<file path="src/rtl/formula_car_sprite_rom.sv">
// Procedural 30x30 top-down formula-car sprite ROM, 12-bit RGB, one-cycle registered read.
// Optional build macro FORMULA_CAR_ROM_STRIPE_EN adds a white centre stripe along the body.
module formula_car_sprite_rom #(
  parameter logic [11:0] KEY_COLOR  = 12'h0F0,
  parameter logic [11:0] BODY_COLOR = 12'hF00,
  parameter int          SPRITE_W   = 30,
  parameter int          SPRITE_H   = 30
) (
  input  logic        clk,
  input  logic        rst,
  input  logic [9:0]  row,
  input  logic [9:0]  col,
  output logic [11:0] color_data
);

  localparam logic [9:0] SPRITE_W_L = SPRITE_W[9:0];
  localparam logic [9:0] SPRITE_H_L = SPRITE_H[9:0];

  logic [11:0] color_p1;

  function automatic logic in_rng(input logic [9:0] v, input logic [9:0] lo,
                                  input logic [9:0] hi);
    return (v >= lo) && (v <= hi);
  endfunction

  // Priority chain: earlier regions paint over later ones where they overlap.
  function automatic logic [11:0] pixel_color(input logic [9:0] r, input logic [9:0] c);
    logic [11:0] clr;
    logic        wheel_r;
    logic        wheel_c;
    clr     = KEY_COLOR;
    wheel_r = in_rng(r, 10'd5, 10'd10) || in_rng(r, 10'd19, 10'd26);
    wheel_c = in_rng(c, 10'd1, 10'd5)  || in_rng(c, 10'd24, 10'd28);
    if (r >= SPRITE_H_L || c >= SPRITE_W_L)
      clr = KEY_COLOR;
    else if (in_rng(r, 10'd0, 10'd2) && in_rng(c, 10'd3, 10'd26))
      clr = 12'hFFF;
    else if (in_rng(r, 10'd28, 10'd29) && in_rng(c, 10'd5, 10'd24))
      clr = 12'hFFF;
    else if (wheel_r && wheel_c)
      clr = 12'h000;
    else if (in_rng(r, 10'd13, 10'd15) && in_rng(c, 10'd13, 10'd16))
      clr = 12'hFF0;
    else if (in_rng(r, 10'd12, 10'd17) && in_rng(c, 10'd12, 10'd17))
      clr = 12'h222;
`ifdef FORMULA_CAR_ROM_STRIPE_EN
    else if (in_rng(r, 10'd18, 10'd27) && in_rng(c, 10'd14, 10'd15))
      clr = 12'hFFF;
`endif
    else if (in_rng(r, 10'd3, 10'd8) && in_rng(c, 10'd12, 10'd17))
      clr = BODY_COLOR;
    else if (in_rng(r, 10'd9, 10'd27) && in_rng(c, 10'd9, 10'd20))
      clr = BODY_COLOR;
    else
      clr = KEY_COLOR;
    return clr;
  endfunction

  // Stage p0 -> p1: combinational lookup registered on the sampling edge.
  always_ff @(posedge clk or posedge rst) begin
    if (rst)
      color_p1 <= KEY_COLOR;
    else
      color_p1 <= pixel_color(row, col);
  end

  assign color_data = color_p1;

endmodule

</file>
<file path="config.mk">
export PLATFORM = sky130hd
export DESIGN_NAME = formula_car_sprite_rom
export DESIGN_NICKNAME = d
export VERILOG_FILES = /design/src/rtl/formula_car_sprite_rom.sv
export SDC_FILE = /design/constraint.sdc
export NUM_CORES = 1
export LEC_CHECK = 0
export BUFFER_PORTS_ARGS = -buffer_cell sky130_fd_sc_hd__buf_2
export CAP_MARGIN = 25
export CELL_PAD_IN_SITES_DETAIL_PLACEMENT = 1
export CELL_PAD_IN_SITES_GLOBAL_PLACEMENT = 2
export CORE_ASPECT_RATIO = 0.9
export CORE_MARGIN = 2
export CORE_UTILIZATION = 23
export DETAILED_ROUTE_END_ITERATION = 10
export PLACE_DENSITY = 0.79
export SYNTH_ARGS = -nofsm -noshare
export SYNTH_HDL_FRONTEND = slang
export SYNTH_SLANG_ARGS = --single-unit
</file>
<file path="constraint.sdc">
create_clock -name clk -period 1.6 [get_ports clk]
set_input_delay 0.32 -clock clk [delete_from_list [all_inputs] [get_ports clk]]
set_output_delay 0.32 -clock clk [all_outputs]
set_load 0.02 [all_outputs]
</file>
==> flow_summary.json, run 1 <==
{
  "synth-simple-area-share": 0.296,
  "largest_reg_flops": 6,
  "fin_util": 0.340,
  "rsz0062_at_grt": "no",
  "synth_top_area_frac": 0.175,
  "synthAdderAreaFrac": 0,
  "ys_seq_area_frac": 0.268,
  "endpoint_kind": "register",
  "yosys_warnings": 0,
  "finalSetupViolations": 0,
  "cts_root_buffer": "clkbuf_4",
  "hold_viol": 0,
  "status": "complete, no violations",
  "core_area_um2": 2400,
  "syn_nets": 91,
  "drt_iter0_drc": 6,
  "cts.sinks": 6,
  "cts_buffers": 3,
  "place.gp.congestion": 0.778,
  "syn_area_per_cell_um2": 8.27,
  "grt_use_total": 0.124,
  "grt_pass1_vias": 690,
  "dr.pass1.iters": 4,
  "cts_resized": 0,
  "fmax_mhz": 713,
  "startpoint_type": "primary input",
  "nFillCells": 299,
  "relSlewSlack": 0.733,
  "die_w_um": 56.5,
  "htree_num_levels": 1,
  "vias": 673,
  "syn_inst": 69,
  "yosys-top-cells-area": "dfrtp_1, buf_4, dfstp_2, a21oi_1, nor2_1",
  "routedWlPerCell_um": 11.6,
  "ys_seq_elements": 6,
  "tns_ns": 0,
  "drv_cap": 0,
  "path_clk_slew_ns": 0.05,
  "detail-route-antenna-nets": 0,
  "hpwl_um": 1380,
  "worstSetupPathType": "primary input to register",
  "ys_types": 35,
  "cp.required_ns": 1.75,
  "portBuffers": 33,
  "cp_max_fo": 3,
  "finalMaxSlewViolations": 0,
  "ir_worst_vdd_v": 0.000237,
  "placement_rows": 17,
  "hold_class": "primary input to register",
  "drive_gt1_frac": 0.509,
  "antenna_found_initial": 0,
  "ctsLongestPathBuffers": 2,
  "synth_top_family_by_area": "compound AO/OA/AOI/OAI gates",
  "layout.nets": 131,
  "die_h_um": 51.3,
  "start_util": 0.237,
  "viasPerCell": 4.95,
  "diodes": 0,
  "io_pins": 34,
  "grt.overflow.total": 0,
  "grt_max_degree": 10,
  "p_per_area_nw_per_um2": 514,
  "grt_pass1_wl_um": 2860,
  "fin_crit_ns": 1.40,
  "power_leakage_nw": 0.383,
  "period_share": 0.877,
  "worstPathArrival_ns": 1.55,
  "cts_tree": "built",
  "die-area_um2": 2900,
  "synth-xor-area-share": 0,
  "synth.mux.area_fraction": 0,
  "area_delta_synth_final_pct": 43.4,
  "worst_pin_slew_ns": 0.390,
  "yosys.area.top_type": "dfrtp_1",
  "wl_um": 1580,
  "synth_compound_area_frac": 0.318,
  "drc": 0,
  "syn-cell-area_um2": 571
}
worst paths after layout:
path,start,endpoint,slack (ns),depth (start not counted)
max in group asynchronous,rst,color_data[5]$_DFF_PP1_,0.82,3
setup / recovery,row[9],color_data[10]$_DFF_PP0_,0.20,6
hold / removal,row[7],color_data[1]$_DFF_PP0_,0.46,5
min in group asynchronous,rst,color_data[9]$_DFF_PP0_,0.52,3
cells in the mapped netlist:
master	instances
a2111o_1	1
a2111oi_0	2
a211oi_1	1
a21boi_1	1
a21oi_1	10
a22oi_1	2
a31oi_1	1
and2_1	1
and2b_2	2
buf_4	7
clkbuf_1	1
dfrtp_1	4
dfstp_2	2
inv_1	3
nand2_1	2
nand3_1	1
nand3_2	1
nor2_1	9
nor3_1	1
nor3_2	1
nor3b_1	2
nor4_2	1
nor4_4	1
o211ai_1	1
o21a_1	1
o21ai_0	1
o21ai_1	1
o22ai_1	1
o31ai_1	1
o32a_1	1
o32ai_1	1
o41ai_1	1
or2_2	1
or4_1	1
or4_4	1
layout make-up:
class	instances	area (µm²)	area share
tap	28	35.0	0.0428
inverter	3	11.3	0.0138
sequential	6	153	0.187
timing repair buffer	43	243	0.297
clock buffer	4	26.3	0.0321
multi-input combinational	52	350	0.428
per-layer routing:
| layer | global-route usage | share of wire |
|---|---|---|
| met5 | 0 | 0 |
| met4 | 0.0595 | 0 |
| met3 | 0.0152 | 0.050 |
| met2 | 0.217 | 0.51 |
| met1 | 0.150 | 0.44 |
report_power, final:
| part | total (mW) | switching (mW) | internal (mW) |
|---|---|---|---|
| Combinational | 0.119 | 0.0634 | 0.0556 |
| Clock | 0.149 | 0.0549 | 0.0945 |
| Sequential | 0.153 | 0.0000227 | 0.152 |
cells in the final DEF, fill, tap and decap left out, types with 2 or more instances in the layout:
cell,n
buf_2,33
dfstp_2,2
inv_1,3
dfrtp_1,4
nand2_1,2
clkbuf_4,3
nor3b_1,2
a2111oi_0,2
buf_4,9
a22oi_1,2
a21oi_1,10
and2b_2,2
nor2_1,9
per-stage QoR:
stage / area (µm²) / total power [mW] / worst slack (ns) / instances / hold WS [ns]
after floorplan: 571 / 0.209 / 0.0365 / 69 / 0.110
after detailed placement: 782 / 0.272 / -0.0741 / 131 / 0.245
after CTS: 818 / 0.430 / 0.191 / 136 / 0.456
after global routing: 818 / 0.454 / 0.0958 / 136 / 0.497
after global placement: 782 / 0.270 / -0.0432 / 131 / 0.230
final: 818 / 0.421 / 0.198 / 136 / 0.462
critical path: stages:
cell and delay, ns:
buf_2 0.10, nor4_2 0.28, nand3_2 0.12, or4_4 0.50, a21boi_1 0.16, o31ai_1 0.07
cells by family (layout without fill, tap and decap cells):
kind of cell           Yosys count  after routing
AO/OA/AOI/OAI                   27             27
buffers and inverters           11             50
flip-flops                       6              6
AND/OR/NAND/NOR                 25             25
repair_timing:
| action | in CTS | in global routing |
|---|---|---|
| endpoints found under the hold margin | 4 | 0 |
| buffers inserted | 0 | 0 |
| hold buffers | 1 | 0 |
No activity file was read; power rests on OpenSTA's default activity.
==> run 2, diff against run 1 <==
==> constraint.sdc (replaced) <==
create_clock -name clk -period 1.6 [get_ports clk]
set_input_delay 0.32 -clock clk [delete_from_list [all_inputs] [get_ports clk]]
set_output_delay 0.32 -clock clk [all_outputs]
set_load 0.1 [all_outputs]
==> flow_summary.json, run 2 (synthesized netlist as in run 1, its figures left out) <==
{
  "die_h_um": 51.3,
  "cts_root_buffer": "clkbuf_4",
  "ir_worst_vdd_v": 0.000228,
  "place_inst": 132,
  "path_clk_slew_ns": 0.05,
  "dpl-instance-area_um2": 792,
  "diodes": 0,
  "routedWlPerCell_um": 11.8,
  "dpl_worst_slack_ns": -0.0911,
  "grt_max_degree": 10,
  "die_w_um": 56.5,
  "finalSetupViolations": 0,
  "fin_util": 0.345,
  "placement_rows": 17,
  "startpoint_type": "register",
  "viasPerCell": 4.96,
  "drv_cap": 0,
  "cts_resized": 0,
  "cts_buffers": 3,
  "power_uw": 421,
  "cts.sinks": 6,
  "path_cells": "buf_2",
  "layout_commonest_cell": "buf_2",
  "finalMaxSlewViolations": 0,
  "worst_pin_slew_ns": 0.488,
  "portBuffers": 33,
  "ctsLongestPathBuffers": 2,
  "hold-worst-slack_ns": 0.471,
  "tns_ns": 0,
  "detail-route-antenna-nets": 0,
  "htree_num_levels": 1,
  "worstPathArrival_ns": 1.18,
  "worst_slack_ns": 0.0992,
  "layout.nets": 132,
  "wl_um": 1610,
  "fmax_mhz": 666,
  "slowest_delay_ns": 0.52,
  "core_area_um2": 2400,
  "hpwl_um": 1390,
  "grt_pass1_wl_um": 2920,
  "critPathBufInv": 1,
  "drc": 0,
  "final_cell_count_no_fill": 137,
  "endpoint_kind": "output port",
  "area_delta_synth_final_pct": 45.2,
  "design_area_um2": 828,
  "slowest_stage": "dfstp_2",
  "cp_max_fo": 3,
  "p_per_area_nw_per_um2": 508,
  "rsz0062_at_grt": "no",
  "post_cts_buffers": 0,
  "layout_common_cells": "buf_2, a21oi_1, buf_4, nor2_1",
  "dr.pass1.iters": 1,
  "cp_top_family": "flip-flops",
  "die-area_um2": 2900,
  "cp.required_ns": 1.28,
  "largest_reg_flops": 6,
  "drive_gt1_frac": 0.532,
  "period_share": 0.938,
  "antenna_found_initial": 0,
  "grt.overflow.total": 0,
  "start_util": 0.237,
  "fin_crit_ns": 1.50,
  "status": "complete, no violations",
  "worstSetupPathType": "register to output port",
  "hold_viol": 0,
  "grt_use_total": 0.124,
  "hold_class": "primary input to register",
  "grt_pass1_vias": 660,
  "power_leakage_nw": 0.384,
  "drt_iter0_drc": 0,
  "cts_tree": "built",
  "place.gp.congestion": 0.796,
  "relSlewSlack": 0.677,
  "vias": 680,
  "io_pins": 34
}
==> run 2: per-layer routing <==
metal  routed length, µm  GRT usage  part of all wire  up-vias
met5                   0          0                 0        -
met1                 691      0.152              0.43      325
met4                   0     0.0476                 0        0
met3                  84     0.0177             0.052        0
li1                    -          -                 -      336
met2                 834      0.221              0.52       19
==> run 2: worst paths after layout <==
path / start / slack, ns / cells past startpoint / to
max: color_data[7]$_DFF_PP1_ / 0.1 / 1 / color_data[6]
max in group asynchronous: rst / 0.81 / 3 / color_data[7]$_DFF_PP1_
min: row[7] / 0.47 / 5 / color_data[1]$_DFF_PP0_
min in group asynchronous: rst / 0.53 / 3 / color_data[9]$_DFF_PP0_
==> run 2: timing repair <==
| action | in CTS | in global routing |
|---|---|---|
| hold buffers | 1 | 0 |
| setup endpoints to repair | 0 | 0 |
| hold endpoints to repair | 4 | 0 |
==> run 2: cell type report <==
| type | instances | area [µm²] |
|---|---|---|
| clock buffer | 4 | 26.3 |
| fill | 307 | 1580 |
| inverter | 3 | 11.3 |
| multi-input combinational | 52 | 350 |
| sequential | 6 | 155 |
| tap | 28 | 35.0 |
| timing repair buffer | 44 | 250 |
==> run 2: power by group <==
| part | internal [mW] | total [mW] | switching [mW] | leakage, nW |
|---|---|---|---|---|
| clock | 0.0943 | 0.147 | 0.0531 | 0.0150 |
| combinational | 0.0570 | 0.121 | 0.0639 | 0.296 |
| sequential | 0.153 | 0.153 | 0.0000226 | 0.0736 |
